===== config.mk =====
export PLATFORM = sky130hd
export DESIGN_NAME = lif_neuron_array
export DESIGN_NICKNAME = d
export VERILOG_FILES = /design/src/rtl/lif_neuron_array.sv
export SDC_FILE = /design/constraint.sdc
export NUM_CORES = 1
export LEC_CHECK = 0
export BUFFER_PORTS_ARGS = -buffer_cell sky130_fd_sc_hd__buf_2
export CAP_MARGIN = 40
export CORE_MARGIN = 8
export CORE_UTILIZATION = 60
export CTS_BUF_LIST = sky130_fd_sc_hd__clkbuf_16
export DETAILED_ROUTE_END_ITERATION = 10
export PLACE_DENSITY = 0.83
export SLEW_MARGIN = 10
export SYNTH_ARGS = -nofsm -noshare
export SYNTH_HDL_FRONTEND = slang
export SYNTH_SLANG_ARGS = --single-unit

===== constraint.sdc =====
create_clock -name clk -period 21.2 [get_ports clk]
set_input_delay 2.12 -clock clk [delete_from_list [all_inputs] [get_ports clk]]
set_output_delay 2.12 -clock clk [all_outputs]
set_load 0.01 [all_outputs]

===== src/rtl/lif_neuron_array.sv =====
// lif_neuron_array: leaky integrate-and-fire neuron array with signed synapse weights,
// per-neuron threshold/refractory period, all configured through one daisy-chainable shift chain.
module lif_neuron_array #(
    parameter int N_IN       = 10,
    parameter int N_OUT      = 10,
    parameter int W_BITS     = 2,
    parameter int V_BITS     = 8,
    parameter int R_BITS     = 3,
    parameter int LEAK_SHIFT = 3
) (
    input  logic              clk,
    input  logic              rst_n,
    input  logic              ena,
    input  logic              config_en,
    input  logic              bs_in,
    output logic              bs_out,
    input  logic [N_IN-1:0]   dendrite,
    output logic [N_OUT-1:0]  spike
);
    localparam int SEG     = N_IN*W_BITS + V_BITS + R_BITS;
    localparam int CFG_LEN = N_OUT*SEG;
    localparam int T_OFF   = N_IN*W_BITS;
    localparam int R_OFF   = T_OFF + V_BITS;
    localparam int S_BITS  = W_BITS + $clog2(N_IN+1) + 1;
    localparam int VW      = (V_BITS > S_BITS ? V_BITS : S_BITS) + 2;

    logic [CFG_LEN-1:0]       chain;
    logic [V_BITS-1:0]        v [N_OUT];
    logic [V_BITS-1:0]        thr [N_OUT];
    logic [V_BITS-1:0]        vc [N_OUT];
    logic [R_BITS-1:0]        r [N_OUT];
    logic [R_BITS-1:0]        refp [N_OUT];
    logic [N_OUT-1:0]         fire;
    logic [N_OUT-1:0]         hold;
    logic signed [S_BITS-1:0] acc;
    logic signed [VW-1:0]     vn;

    assign bs_out = chain[CFG_LEN-1];

    always_ff @(posedge clk or negedge rst_n) begin
        if (!rst_n)
            chain <= '0;
        else if (ena && config_en)
            chain <= {chain[CFG_LEN-2:0], bs_in};
    end

    // vn is formed wide and signed so leak and inhibitory weights can never wrap before the clamp
    always_comb begin
        acc = '0;
        vn  = '0;
        for (int j = 0; j < N_OUT; j++) begin
            thr[j]  = chain[j*SEG+T_OFF +: V_BITS];
            refp[j] = chain[j*SEG+R_OFF +: R_BITS];
            acc = '0;
            for (int i = 0; i < N_IN; i++)
                acc = acc + (dendrite[i] ? S_BITS'($signed(chain[j*SEG+i*W_BITS +: W_BITS])) : S_BITS'(0));
            vn = $signed(VW'(v[j])) - $signed(VW'(LEAK_SHIFT == 0 ? '0 : v[j] >> LEAK_SHIFT)) + VW'(acc);
            vc[j]   = vn[VW-1] ? '0 : (|vn[VW-2:V_BITS]) ? '1 : vn[V_BITS-1:0];
            fire[j] = vc[j] >= thr[j];
            hold[j] = config_en || thr[j] == '0 || r[j] != '0;
        end
    end

    always_ff @(posedge clk or negedge rst_n) begin
        if (!rst_n) begin
            spike <= '0;
            for (int j = 0; j < N_OUT; j++) begin
                v[j] <= '0;
                r[j] <= '0;
            end
        end else if (ena) begin
            for (int j = 0; j < N_OUT; j++) begin
                spike[j] <= !hold[j] && fire[j];
                v[j]     <= (hold[j] || fire[j]) ? '0 : vc[j];
                r[j]     <= (config_en || thr[j] == '0) ? '0 :
                            (r[j] != '0) ? r[j] - 1'b1 :
                            fire[j] ? refp[j] : '0;
            end
        end
    end
endmodule


# Word-level counts from Yosys, hierarchy flattened
# Cells that the tools add are included.
[totals]
register_bits = 430
input_bits = 15
wordCells = 383
[classes]
n_addsub = 120
order_cmp = 10
n_mux = 160
reduce_logical = 71
[op_table]
columns = ["cell", "n"]
rows = [
  ["$mux W7", 100],
  ["$add A7 B7 Y7", 90],
  ["$mux W8", 30],
  ["$add A9 B7 Y10", 10],
  ["$mux W3", 30],
  ["$sub A8 B5 Y9", 10],
  ["$ge A8 B8 Y1", 10],
  ["$logic_not A8 Y1", 10],
  ["$logic_or A1 B1 Y1", 30],
  ["$reduce_bool A3 Y1", 10],
  ["$sub A3 B1 Y3 const B", 10],
  ["$logic_and A1 B1 Y1", 11],
  ["$logic_not A1 Y1", 10],
]

# Logic depth before layout (Yosys ltp)
[depth]
ltp_word = 17
ltp_mapped = 32
mapped_depth_nobuf = 30

# Worst setup path before layout
# Ideal clock, no wire load.
[synth_path]
path_type = "input to register"
start = "input dendrite[0]"
end = "register v[60] in the netlist's numbering"
setup_ns = 0.101
arrival_time_ns = 9.674
slack_ns = 11.425
cell_stages = 27
cell_sequence = "clkbuf_1 > nand2_1 > fa_1 > fa_1 > inv_1 > fa_1 > inv_1 > fa_1 > inv_1 > fa_1 > ha_1 > a211oi_1 > o21bai_1 > a21oi_1 > xor2_1 > ha_1 > o41ai_1 > o21a_1 > clkbuf_1 > nor3_1 > ha_1 > a2111oi_0 > nor2b_1 > a221oi_1 > or3_1 > clkbuf_1 > o32ai_1"
[synth_between]
elab_chain_len = 16
[synth_rtl]
columns = ["element", "line", "text"]
rows = [
  ["start: declaration", "17", "input logic [N_IN-1:0] dendrite,"],
  ["$mux W7 *", "56", "acc = acc + (dendrite[i] ? S_BITS'($signed(chain[j*SEG+i*W_BITS +: W_BITS])) : S_BITS'(0));"],
  ["$add A7 B7 Y7 * (9 in series)", "56", ""],
  ["$add A9 B7 Y10 *", "57", "vn = $signed(VW'(v[j])) - $signed(VW'(LEAK_SHIFT == 0 ? '0 : v[j] >> LEAK_SHIFT)) + VW'(acc);"],
  ["$mux W8", "58", "vc[j] = vn[VW-1] ? '0 : (|vn[VW-2:V_BITS]) ? '1 : vn[V_BITS-1:0];"],
  ["$mux W8 *", "58", ""],
  ["$ge A8 B8 Y1", "59", "fire[j] = vc[j] >= thr[j];"],
  ["$logic_or A1 B1 Y1", "74", "v[j] <= (hold[j] || fire[j]) ? '0 : vc[j];"],
  ["$mux W8 *", "74", ""],
  ["end signal: indexed assignment", "74", ""],
  ["end: declaration", "28", "logic [V_BITS-1:0] v [N_OUT];"],
]
# Mark *: on every way between the ends. The rest lies on a longest branch, timed or not.
# A chain may end at the register's enable or synchronous reset.

# Worst setup path in the final report
[layout_path]
start = "input dendrite[0]"
end = "register v[57] in the netlist's numbering"
# The elaborated chain is that of the path after synthesis.

==> reports/results.ini <==
[clock_network]
cts_inserted_buffers=49
cts_resized=0
clock_sinks=430
cts_setup_buffers=0
cts_tree=done
holdBufCountCts=0
ctsRootBufferMaster=clkbuf_16
clk_path_buf_depth=3
clkLatencyLatePin_ps=610
cts.clk_slew.worst_paths_ps=60
cts_max_level=2

[sta]
setup_tns_ps=0
fin_crit_sh_pct=47.83
relSlewSlack_pct=33.19
rsz0062_at_grt=no
min_period_ps=10140
setup_viol=0
fmax_mhz=98.62
tightest_slew_ps=1002
hold_violations=0
fin_skew_ps=22.28
slew_violations=0

[detailed_routing]
first_pass_iters=6
vias=24420
routed_wirelength_um=69960
avgViaCountPerCell=5.756
dr.first_iter.drc_count=1325
routedWlPerCell_um=16.49
ant_nets=0
remaining_drc_errors=0

[synth]
synth_edf_count=0
ys_top_cells_by_area=dfrtp_1 (31%), fa_1 (13%), ha_1 (12%)
ys_top_cells_by_count=inv_1 (470), dfrtp_1 (430), ha_1 (340), nand2_1 (306), mux2_2 (245)
ys_ff_latch=430
yosysWarningCount=0
async_flop_share_pct=100.0
synth_area_um2=34540
synth_seq_area_share_pct=31.16
synth_cell_type_count=67
syn_nets=4028
synth_top_area_share_pct=31.16
syn_inst=3443
synth_top_area_cell=dfrtp_1
synth-main-ff-cell=dfrtp_1
yosysMostFrequentCell=inv_1
syn_area_per_cell_um2=10.03

[run]
cap_violations=0

[setup_path]
critPathRequiredTime_ps=21700
worst-setup-path-type=in2reg
slowest_stage=a2111oi_0
cpLargestDelayFamily=adder cells
end_kind=flop
worstPathArrival_ps=10640
path_common_cell=fa_1
start_kind=input pin
path_max_fanout=20
slowest_delay_ps=720
worst-path-buf-inv=4

[run_status]
outcome=completed

[placement]
hpwlAfterDp_um=50920
io_buffers=25
gp_congestion=0.8871

[die]
ioPinCount=26
start_util_pct=60.32
die_area_um2=65500
coreArea_um2=57250
die_w_um=255.9
die_y_um=255.9
placement_rows=88

[cells_and_area]
area_growth_pct=7.507
drive_gt1_share_pct=11.43
finalNetCount=4017

[global_routing]
grt.total_usage_pct=21.54
antenna_found_initial=4
grt_pass1_wl_um=120700
first_global_vias=25510
grt_max_degree=172
grt_overflow_total=0

[hold_path]
hold_class=reg2reg

-- tightest hold or removal path, stage by stage (launching register included) --
cell     delay (ps)
dfrtp_1         360
nand2_1          50
o21ai_0          60
-- cell type report --
cell class	instances	area, um2
Multi-Input combinational cell	2438	21600
Fill cell	4273	20130
Sequential cell	430	10760
Inverter	470	1764
Clock buffer	51	1276
Tap cell	765	957.2
Timing Repair Buffer	43	409.1
Clock inverter	40	345.3
Antenna cell	5	12.51
-- state kept, by name, summed over array words and instances (netlist names) --
signal and count:
chain 310, v 80, r 30, spike 10
-- metal layers --
metal  global-route usage (%)  routed length, um  up-vias
met5                        0                  0        -
met4                    7.790               2094        0
met3                    3.272               2970      141
met2                    36.53              34330      413
met1                    27.92              30560    12020
li1                         -                  -    11840
-- worst paths after layout --
| kind | start | endpoint | slack, ps | depth (start not counted) |
|---|---|---|---|---|
| min in group asynchronous | rst_n | chain[22] | 1590 | 1 |
| max in group asynchronous | rst_n | v[39] | 17570 | 4 |
| min reg2reg | chain[53] | chain[53] | 510 | 2 |
| max reg2reg | chain[69] | v[57] | 12530 | 27 |
| min | chain[53] | chain[53] | 510 | 2 |
| max | dendrite[0] | v[57] | 11060 | 27 |
-- through the flow --
stage               std cells  hold WS, ps  setup slack (ps)  utilization [%]  instance area, um2
finish                   4242        508.6             11060            64.85               37130
global route             4238        534.6             10320            64.83               37120
CTS                      4236        511.9             11150            64.81               37110
detailed placement       4145        497.1             10520            61.98               35480
global placement         4138        487.9             10750            61.67               35310
floorplan                3443        467.3             11420                -               34540
-- cells in the final DEF (no fill, tap or decap), types with 41 or more instances in the layout --
cell	Yosys	layout
fa_1	230	230
nor3_1	125	125
xnor2_1	102	102
a21oi_1	113	113
nor2b_1	70	69
a21o_1	41	41
o22ai_1	50	50
clkbuf_16	0	51
o21ai_0	142	142
ha_1	340	340
o32ai_1	72	72
nand2_1	306	305
o21a_1	67	67
dfrtp_1	430	430
nor2_1	129	129
inv_1	470	475
nand2b_1	47	47
mux2_2	245	245
-- kinds of logic after synthesis --
group / Yosys count / synth area share (%)
compound gates: 687 / 13.35
xor+xnor: 154 / 4.826
fa+ha+maj: 570 / 25.65
buf+inv: 575 / 6.318
flops: 430 / 31.16
mux: 249 / 8.104
simple gates: 778 / 10.59
Power is left out: the tool's default activity adds up to more than one toggle a clock period on the data nets, which glitch-free logic cannot reach.
